===== config.mk =====
export PLATFORM = sky130hd
export DESIGN_NAME = two_of_five_serial_tx
export DESIGN_NICKNAME = d
export VERILOG_FILES = /design/src/rtl/two_of_five_serial_tx.sv
export SDC_FILE = /design/constraint.sdc
export NUM_CORES = 1
export LEC_CHECK = 0
export ABC_AREA = 1
export BUFFER_PORTS_ARGS = -buffer_cell sky130_fd_sc_hd__buf_4
export CAP_MARGIN = 20
export CORE_MARGIN = 1.5
export CORE_UTILIZATION = 56
export DETAILED_ROUTE_END_ITERATION = 10
export GPL_TIMING_DRIVEN = 0
export PLACE_DENSITY = 0.74
export SLEW_MARGIN = 20
export SYNTH_ARGS = -nofsm -noshare
export SYNTH_HDL_FRONTEND = slang
export SYNTH_SLANG_ARGS = --single-unit

===== constraint.sdc =====
create_clock -name clk -period 2.4 [get_ports clk]
set_clock_uncertainty 0.2 [all_clocks]
set_input_delay 0.12 -clock clk [delete_from_list [all_inputs] [get_ports clk]]
set_output_delay 0.12 -clock clk [all_outputs]
set_load 0.1 [all_outputs]

===== src/rtl/two_of_five_serial_tx.sv =====
// two_of_five_serial_tx: encodes one BCD digit into a 2-of-5 codeword
// (weights E1..E5 = 7-4-2-1-0) and shifts it out E1 first, each bit held
// CLK_DIV clocks. Optional macro START_STOP_EN adds a low start bit and a
// high stop bit around the five code bits and makes the line idle high.
//
// state | meaning
// IDLE  | line at idle level, digit_ready=1, waiting for a digit
// START | start bit (tx=0) for CLK_DIV clocks (START_STOP_EN only)
// SHIFT | code bit code[4-idx] on tx, tx_frame=1
// STOP  | stop bit (tx=1) for CLK_DIV clocks (START_STOP_EN only)
module two_of_five_serial_tx #(
  parameter int CLK_DIV = 4,
  parameter int DIV_W   = 8
) (
  input  logic       clk,
  input  logic       rst_n,
  input  logic [3:0] digit,
  input  logic       digit_valid,
  output logic       digit_ready,
  output logic       tx,
  output logic       tx_frame,
  output logic [4:0] code,
  output logic       done,
  output logic       err
);

  typedef enum logic [1:0] {
    IDLE  = 2'd0,
    SHIFT = 2'd1
`ifdef START_STOP_EN
    ,
    START = 2'd2,
    STOP  = 2'd3
`endif
  } state_t;

`ifdef START_STOP_EN
  localparam logic IDLE_LVL = 1'b1;
`else
  localparam logic IDLE_LVL = 1'b0;
`endif

  state_t           state_q, state_d;
  logic [DIV_W-1:0] div_q, div_d;
  logic [2:0]       idx_q, idx_d;
  logic [4:0]       code_d;
  logic             tx_d, frame_d, done_d, err_d, ready_d;

  logic accept, dig_ok, div_tc, last_bit;

  assign accept   = digit_valid && digit_ready;
  assign dig_ok   = (digit <= 4'd9);
  assign div_tc   = (div_q == DIV_W'(CLK_DIV - 1));
  assign last_bit = (idx_q == 3'd4);

  function automatic logic [4:0] encode(input logic [3:0] d);
    case (d)
      4'd0:    encode = 5'b11000;
      4'd1:    encode = 5'b00011;
      4'd2:    encode = 5'b00101;
      4'd3:    encode = 5'b00110;
      4'd4:    encode = 5'b01001;
      4'd5:    encode = 5'b01010;
      4'd6:    encode = 5'b01100;
      4'd7:    encode = 5'b10001;
      4'd8:    encode = 5'b10010;
      4'd9:    encode = 5'b10100;
      default: encode = 5'b00000;
    endcase
  endfunction

  // State, bit index and divider registers.
  always_ff @(posedge clk or negedge rst_n) begin
    if (!rst_n) begin
      state_q <= IDLE;
      div_q   <= '0;
      idx_q   <= '0;
    end else begin
      state_q <= state_d;
      div_q   <= div_d;
      idx_q   <= idx_d;
    end
  end

  // Next-state decode; only valid digits start a frame.
  always_comb begin
    state_d = state_q;
    case (state_q)
      IDLE: begin
        if (accept && dig_ok) begin
`ifdef START_STOP_EN
          state_d = START;
`else
          state_d = SHIFT;
`endif
        end
      end
`ifdef START_STOP_EN
      START: if (div_tc) state_d = SHIFT;
      SHIFT: if (div_tc && last_bit) state_d = STOP;
      STOP:  if (div_tc) state_d = IDLE;
`else
      SHIFT: if (div_tc && last_bit) state_d = IDLE;
`endif
      default: state_d = IDLE;
    endcase
  end

  // Divider and bit index restart on every state change.
  always_comb begin
    div_d = '0;
    idx_d = '0;
    if (state_q != IDLE && state_d == state_q) begin
      div_d = div_tc ? '0 : div_q + 1'b1;
      idx_d = idx_q;
      if (state_q == SHIFT && div_tc) idx_d = idx_q + 3'd1;
    end
  end

  // Next values of the registered outputs, derived from the upcoming state.
  always_comb begin
    code_d = code;
    if (accept && dig_ok) code_d = encode(digit);
    tx_d = IDLE_LVL;
    case (state_d)
      SHIFT:   tx_d = code_d[3'd4 - idx_d];
`ifdef START_STOP_EN
      START:   tx_d = 1'b0;
      STOP:    tx_d = 1'b1;
`endif
      default: tx_d = IDLE_LVL;
    endcase
    frame_d = (state_d == SHIFT);
    done_d  = (state_d == IDLE) && (state_q != IDLE);
    err_d   = accept && !dig_ok;
    ready_d = (state_d == IDLE);
  end

  // Output registers; nothing reaches a port combinationally.
  always_ff @(posedge clk or negedge rst_n) begin
    if (!rst_n) begin
      code        <= '0;
      tx          <= IDLE_LVL;
      tx_frame    <= 1'b0;
      done        <= 1'b0;
      err         <= 1'b0;
      digit_ready <= 1'b1;
    end else begin
      code        <= code_d;
      tx          <= tx_d;
      tx_frame    <= frame_d;
      done        <= done_d;
      err         <= err_d;
      digit_ready <= ready_d;
    end
  end

endmodule


==> results.txt, run 1 <==
R2R Path Start -> idx_q[0]
vias in the first global route -> 1092
Crit Path Class -> flop to flop
final WL -> 2.724 mm
maximum vdd drop -> 699.2 uV
cells after synthesis -> 173
largest net degree at the start of global routing -> 24
Peak Freq -> 447.0 MHz
worst min-delay path class -> input port to asynchronous set/reset pin
port bufs -> 16
initial antenna violation count -> 0
Final Util -> 0.7375
outcome -> finished, final reports clean
vias after detailed routing -> 1177
antenna viol nets, final -> 0
Cell Pwr Density -> 601.7 mW/mm^2
TritonCTS clock tree -> done
crit path launch type -> flop
GRT overflow -> 0
Reg2Reg Setup Slack -> 160 ps
cts bufs inserted -> 3
number of distinct library cells after synthesis -> 24
post-synthesis sequential area ratio -> 0.4210
row count -> 17
max cap viols -> 0
Mapped Area -> 0.001370 mm^2
CP required -> 2430 ps
Final Cycle Share -> 0.9320
post-DR vias/cell -> 5.117
total clock sinks -> 23
die width -> 52.46 um
area of the core -> 0.002255 mm^2
Static Leak -> 0.0008855 uW
number of inserted diodes -> 0
DR pass1 iterations -> 4
reg-to-reg critical path endpoint -> tx
die height -> 52.46 um
routed len/inst -> 11.84 um
Yosys Warn Count -> 0
max-slew violations -> 0
starting density of the core -> 0.6077
unrepaired setup endpoints after global routing -> false
DRC violations left -> 0
gpl congestion -> 0.7586
CTS H-Tree Depth -> 1
Syn Nets -> 189
fin crit period -> 2237 ps
synthesized area per cell -> 7.919 um^2
layout cells sized above 1 -> 0.2475
worst r2r path cells -> 15
Critical Path AT -> 2270 ps
GRT Util Overall -> 0.2346
Die Area -> 0.002752 mm^2
# setup viols final -> 0
root buf cell -> clkbuf_4
setup TNS -> 0 ps
flops & latches, synth -> 23
Hold Violations, Final -> 0
post-DP HPWL -> 2.032 mm
Area Overhead vs Synth -> 21.37%
clk_lat worst skew -> 300 ps
io pins -> 17
crit end category -> flop
CTS Buffer Depth -> 2
first-pass GRT wire length -> 4.698 mm
crit-path max FO -> 5
Post-layout nets -> 219
CTS clock-pin slew for the worst setup and hold paths -> 120 ps
drt initial violations -> 18
kinds of logic (layout without fill, tap and decap cells):
| kind of cell | Yosys count | in the layout | share of synthesized area |
|---|---|---|---|
| AO/OA/AOI/OAI | 11 | 11 | 0.05571 |
| XOR/XNOR | 3 | 3 | 0.01918 |
| adder cells (fa/ha/maj) | 9 | 9 | 0.08219 |
| buffers and inverters | 26 | 55 | 0.08311 |
| flip-flops | 23 | 23 | 0.4210 |
| other | 1 | 1 | 0.002737 |
| AND/OR/NAND/NOR | 100 | 100 | 0.3361 |
cell usage after synthesis, drive strengths merged:
| master | number | area [um^2] |
|---|---|---|
| nor3b | 2 | 15.01 |
| ha | 9 | 112.6 |
| o21ai | 5 | 40.03 |
| nor2 | 20 | 75.07 |
| inv | 25 | 93.84 |
| nand4 | 1 | 6.260 |
| xnor2 | 1 | 8.760 |
| a21oi | 5 | 28.78 |
| nand2 | 58 | 255.3 |
| buf | 1 | 20.02 |
| xor2 | 2 | 17.52 |
| dfstp | 1 | 26.28 |
| dfrtp | 22 | 550.5 |
| o21a | 1 | 7.510 |
| nor3 | 3 | 15.01 |
| nor4 | 1 | 6.260 |
| nand3 | 15 | 87.59 |
| conb | 1 | 3.750 |
routing by layer:
metal,share of wire,GRT usage,vias to the layer above
met2,0.53,0.4250,23
met4,0.0092,0.08120,0
met3,0.024,0.03714,4
met5,0,0,-
met1,0.43,0.2785,560
li1,-,-,590
report_power, final:
part / internal [uW] / leakage, uW / total, uW / switching, uW
registers: 420 / 0.000305 / 439 / 18.9
clock network: 64.8 / 0.0000150 / 172 / 107
logic: 95.0 / 0.000565 / 389 / 294
total: 580 / 0.000885 / 1000 / 421
critical path, cell delays in order (launching register included):
cell	delay (ps)
dfrtp_1	400
inv_1	90
ha_1	200
nand2_1	70
inv_1	40
nand3_1	90
nand2_2	90
a21oi_2	120
o21a_1	150
inv_1	70
ha_4	220
inv_2	60
nand3_1	90
nand3_1	100
nand2_1	60
a21oi_2	130
worst max-delay path by stage:
stage | from | endpoint
6_report | idx_q[0] | tx
5_1_grt | idx_q[0] | tx
4_1_cts | div_q[0] | tx
3_5_place_dp | div_q[0] | tx
3_3_place_gp | div_q[0] | tx
2_1_floorplan | div_q[0] | tx
what timing repair did:
item / in CTS / in global routing
setup endpoints to repair: 0 / 1
hold buffers: 6 / 0
hold endpoints to repair: 28 / 0
gates resized for setup: 0 / 8
setup buffers: 0 / 3
state kept, by name, summed over array words and instances (netlist names):
signal,flops
done,1
tx_frame,1
idx_q,3
code,5
err,1
tx,1
digit_ready,1
state_q,2
div_q,8
area by class of cell:
cell class,instances,area (um^2)
multi-input combinational,124,708.2
timing repair buffer,25,202.7
tap,28,35.03
buffer,1,20.02
sequential,23,576.8
inverter,25,93.84
fill,170,591.8
clock buffer,4,26.28
metrics by stage:
step / power [uW] / hold WS (ps) / setup WS, ps / instance area, um^2 / std cells
floorplan: 734.0 / -375.6 / 331.0 / 1370 / 173
global placement: 814.8 / -178.2 / 134.3 / 1525 / 217
detailed placement: 820.3 / -174.3 / 77.45 / 1525 / 217
CTS: 1006 / 26.98 / 5.121 / 1612 / 227
global route: 1048 / 52.26 / 47.55 / 1663 / 230
finish: 1001 / 31.45 / 163.1 / 1663 / 230
cells in the final DEF, fill, tap and decap left out, types with 2 or more instances in the layout:
master / synthesis / final
a21oi_1: 4 / 3
a21oi_2: 1 / 2
buf_4: 0 / 19
clkbuf_4: 0 / 3
dfrtp_1: 22 / 22
dlygate4sd3_1: 0 / 6
ha_1: 9 / 7
inv_1: 22 / 21
inv_2: 3 / 4
nand2_1: 49 / 47
nand2_2: 6 / 8
nand2_4: 3 / 3
nand3_1: 14 / 14
nor2_1: 20 / 18
nor2_2: 0 / 2
nor3_1: 3 / 3
nor3b_1: 2 / 2
o21ai_2: 4 / 4
xor2_1: 2 / 2
Note: power is estimated with default switching activity, not from simulation.
==> inputs of run 2 (changes only) <==
--- a/config.mk
+++ b/config.mk
@@ -8,7 +8,7 @@
 export ABC_AREA = 1
 export BUFFER_PORTS_ARGS = -buffer_cell sky130_fd_sc_hd__buf_4
 export CAP_MARGIN = 20
-export CORE_MARGIN = 1.5
+export CORE_MARGIN = 1
 export CORE_UTILIZATION = 56
 export DETAILED_ROUTE_END_ITERATION = 10
 export GPL_TIMING_DRIVEN = 0
==> results.txt, run 2 (synthesis results as in run 1) <==
CP required -> 2440 ps
initial antenna violation count -> 0
root buf cell -> clkbuf_4
routed len/inst -> 11.22 um
# setup viols final -> 0
CTS H-Tree Depth -> 1
worst min-delay path class -> input port to asynchronous set/reset pin
DR pass1 iterations -> 4
Die Area -> 0.002648 mm^2
largest net degree at the start of global routing -> 24
antenna viol nets, final -> 0
Cell Pwr Density -> 595.9 mW/mm^2
Peak Freq -> 447.5 MHz
GRT Util Overall -> 0.2205
DRC violations left -> 0
number of flip-flops in the largest register -> 8
max-slew violations -> 0
crit end category -> flop
outcome -> finished, final reports clean
setup TNS -> 0 ps
Hold Violations, Final -> 0
maximum vdd drop -> 580.7 uV
port bufs -> 16
post-DR vias/cell -> 5.009
Area Overhead vs Synth -> 22.28%
area of the core -> 0.002255 mm^2
max cap viols -> 0
fin crit period -> 2235 ps
crit path launch type -> flop
final WL -> 2.602 mm
Static Leak -> 0.0008959 uW
Crit Path Class -> flop to flop
most flop-heavy register -> div_q
hold slack final -> 26.76 ps
io pins -> 17
GRT overflow -> 0
number of inserted diodes -> 0
TritonCTS clock tree -> done
Final Cycle Share -> 0.9311
post-DP HPWL -> 1.921 mm
clk_lat worst skew -> 300 ps
Non-Filler Instances -> 232
commonest non-fill, non-tap cells in the layout -> 48 x nand2_1, 22 x dfrtp_1, 21 x inv_1, 21 x buf_4, 18 x nor2_1
drt initial violations -> 19
row count -> 17
die width -> 51.46 um
Largest regs -> div_q x8, code x5, idx_q x3
vias after detailed routing -> 1162
layout cells sized above 1 -> 0.2500
CTS clock-pin slew for the worst setup and hold paths -> 120 ps
vias in the first global route -> 1051
starting density of the core -> 0.6077
Fillers -> 182
total clock sinks -> 23
Critical Path AT -> 2270 ps
crit-path max FO -> 5
CTS Buffer Depth -> 2
cts bufs inserted -> 3
most common cell after layout, fill and taps aside -> nand2_1
unrepaired setup endpoints after global routing -> false
die height -> 51.46 um
DP Cell Count -> 217
first-pass GRT wire length -> 4.264 mm
Post-layout nets -> 221
gpl congestion -> 0.7979
## run 2: cell count changes in the layout (fill, tap and decap cells not counted)
cell     before  now
buf_4        19   21
nand2_2       8    7
nand2_1      47   48
## run 2: cell type report
| cell class | instances | area, um^2 | share of cell area |
|---|---|---|---|
| flip-flops and latches | 23 | 576.8 | 0.3443 |
| well taps | 28 | 35.03 | 0.02091 |
| clock buffers | 4 | 26.28 | 0.01568 |
| plain buffers | 1 | 20.02 | 0.01195 |
| multi-input cells | 124 | 705.7 | 0.4212 |
| repair buffers | 27 | 217.7 | 0.1299 |
| inverters | 25 | 93.84 | 0.05601 |
## run 2: worst paths after layout
check | startpoint | to | slack, ps | cells after the start
worst max register to register | div_q[0] | tx | 170 | 13
worst max-delay path | div_q[0] | tx | 170 | 13
worst min-delay path | rst_n | div_q[3] | 30 | 2
min in group clk | digit[1] | code[2] | 40 | 5
max in group asynchronous | rst_n | digit_ready | 1700 | 2
worst min register to register | code[0] | code[0] | 330 | 2
## run 2: timing repair
action / 4_1_cts / 5_1_grt
hold buffers: 6 / 0
endpoints found under the hold margin: 28 / 0
endpoints found under the setup margin: 0 / 1
setup buffers: 0 / 5
resized for setup: 0 / 7
## run 2: report_power, final
part	internal (uW)	total, uW	switching, uW
sequential	420	438	17.9
combinational	95.0	387	292
clock	64.7	173	109
## run 2: stage by stage
stage,utilization,cell area [um^2],worst slack [ps],power [uW]
2_1_floorplan,-,1370,331.0,734.0
3_3_place_gp,0.6765,1525,134.4,814.7
3_5_place_dp,0.6765,1525,81.97,818.7
4_1_cts,0.7148,1612,39.64,1005
5_1_grt,0.7431,1675,34.11,1044
6_report,0.7431,1675,165.2,998.3
## run 2: worst max-delay path: stages (launching register included)
cell	delay [ps]
dfrtp_1	390
ha_2	230
nand2_1	80
nor2_2	140
nand2_1	130
a21oi_2	170
o21a_1	160
inv_1	70
ha_4	210
inv_2	50
nand3_1	70
nand3_1	100
nand2_1	60
a21oi_2	110
## run 2: metal layers
metal	share of wire	vias up	GRT usage
met2	0.52	18	0.4069
met1	0.45	542	0.2495
met3	0.025	4	0.03869
li1	-	598	-
met4	0.011	0	0.08108
met5	0	-	0
==> inputs of run 3 (changes only) <==
--- a/config.mk
+++ b/config.mk
@@ -13,6 +13,7 @@
 export DETAILED_ROUTE_END_ITERATION = 10
 export GPL_TIMING_DRIVEN = 0
 export PLACE_DENSITY = 0.74
+export SETUP_SLACK_MARGIN = 0.5
 export SLEW_MARGIN = 20
 export SYNTH_ARGS = -nofsm -noshare
 export SYNTH_HDL_FRONTEND = slang
==> results.txt, run 3 (synthesis results as in run 1) <==
outcome -> finished, final reports clean
most common cell after layout, fill and taps aside -> nand2_1
post-route design area -> 0.001847 mm^2
first-pass GRT wire length -> 4.719 mm
initial antenna violation count -> 0
# setup viols final -> 0
DR pass1 iterations -> 4
vias after detailed routing -> 1246
TritonCTS clock tree -> done
Fillers -> 138
CP required -> 2460 ps
max-slew violations -> 0
Final Cycle Share -> 0.8430
number of inserted diodes -> 0
worst min-delay path class -> input port to asynchronous set/reset pin
crit path launch type -> flop
crit end category -> flop
gpl congestion -> 0.8041
GRT Util Overall -> 0.2433
largest net degree at the start of global routing -> 24
post-DR vias/cell -> 5.065
vias in the first global route -> 1132
drt initial violations -> 34
pre-CTS setup slack -> 184.7 ps
post-DP HPWL -> 1.948 mm
Largest regs -> div_q x8, code x5, idx_q x3
antenna viol nets, final -> 0
fin crit period -> 2023 ps
Die Area -> 0.002648 mm^2
Area after DPL -> 0.001539 mm^2
Cell Pwr Density -> 552.1 mW/mm^2
Static Leak -> 0.0009832 uW
PnR worst setup slack -> 376.8 ps
die width -> 51.46 um
Reg area -> 578.1 um^2
Multi-input gate area -> 770.7 um^2
port bufs -> 16
max cap viols -> 0
Critical Path AT -> 2080 ps
io pins -> 17
DP Cell Count -> 217
maximum vdd drop -> 428.7 uV
layout cells sized above 1 -> 0.3716
total clock sinks -> 23
DRC violations left -> 0
routed len/inst -> 12.37 um
clk_lat worst skew -> 320 ps
crit path buf inv count -> 2
die height -> 51.46 um
commonest non-fill, non-tap cells in the layout -> 44 x nand2_1, 36 x buf_4, 21 x dfrtp_1
Critical Path Max Stage Delay -> 430 ps
area of the core -> 0.002255 mm^2
Area Overhead vs Synth -> 34.79%
Worst path most repeated cell -> nand3_2
cts bufs inserted -> 3
Post-layout nets -> 235
Hold Violations, Final -> 0
Peak Freq -> 494.3 MHz
final WL -> 3.044 mm
crit-path max FO -> 4
number of flip-flops in the largest register -> 8
Worst path slowest cell -> dfrtp_1
CTS Buffer Depth -> 2
CP delay by family, top -> flip-flops
Reg2Reg Setup Slack -> 380 ps
CTS clock-pin slew for the worst setup and hold paths -> 130 ps
Non-Filler Instances -> 246
most flop-heavy register -> div_q
unrepaired setup endpoints after global routing -> true
root buf cell -> clkbuf_4
starting density of the core -> 0.6077
critical path cell sequence -> ha_4 -> nand2_4 -> nor2_4 -> nand3_2 -> nand2_4 -> a21oi_2 -> o21a_1 -> inv_2 -> ha_4 -> inv_4 -> nand3_2 -> nand3_2 -> nand2_2 -> a21oi_2
CTS H-Tree Depth -> 1
row count -> 17
hold slack final -> 7.220 ps
setup TNS -> 0 ps
Crit Path Class -> flop to flop
GRT overflow -> 0
==> run 3: cell types whose count changed in the layout (fill, tap and decap cells not counted), moves of 2 or more <==
cell     change
nand2_4      +2
nand3_2      +3
buf_4       +15
nor2_1       -3
nand2_2      +2
inv_2        +2
inv_1        -3
nand2_1      -4
nor2_4       +2
nand3_1      -3
==> run 3: report_power, final <==
group	switching, uW	internal (uW)	total (uW)
clock network	118	65.0	183
logic	298	100	398
registers	18.4	420	439
==> run 3: what timing repair did <==
action / in CTS / in global routing
hold buffers: 5 / 0
setup endpoints to repair: 1 / 1
resized for setup: 10 / 12
setup buffers: 6 / 14
endpoints found under the hold margin: 28 / 0
pin swaps: 8 / 12
==> run 3: layer usage <==
layer	vias to the layer above	GRT usage	wire length (um)
li1	628	-	-
met5	-	0	0
met1	582	0.3227	1438
met2	31	0.3810	1475
met3	5	0.05357	98
met4	0	0.09910	31
==> run 3: final cells by class <==
| type | count | area share |
|---|---|---|
| clock buffer | 4 | 0.01423 |
| tap | 28 | 0.01897 |
| sequential | 23 | 0.3130 |
| multi-input combinational | 124 | 0.4173 |
| buffer | 1 | 0.01084 |
| timing repair buffer | 41 | 0.1734 |
| inverter | 25 | 0.05217 |
==> run 3: metrics by stage <==
stage / utilization / total power (uW)
after floorplan: - / 734.2
after global placement: 0.6826 / 815.5
after detailed placement: 0.6826 / 819.5
after CTS: 0.7542 / 1009
after global routing: 0.8191 / 1066
final: 0.8191 / 1020
==> run 3: worst register-to-register path, delay by kind of cell, from the launching register on <==
kind                       cells  cell delay [ps]
buffers and inverters          2              100
DFF                            1              430
and+or+nand+nor                7              420
AOI/OAI and AO/OA              3              370
adders and majority gates      2              430
==> run 3: final timing paths <==
path	end	cells past startpoint	from
min in group clk	code[1]	5	digit[0]
hold / removal	idx_q[2]	2	rst_n
hold reg to reg	code[2]	2	code[2]
setup reg to reg	tx	14	div_q[1]
max in group asynchronous	digit_ready	2	rst_n
setup / recovery	tx	14	div_q[1]
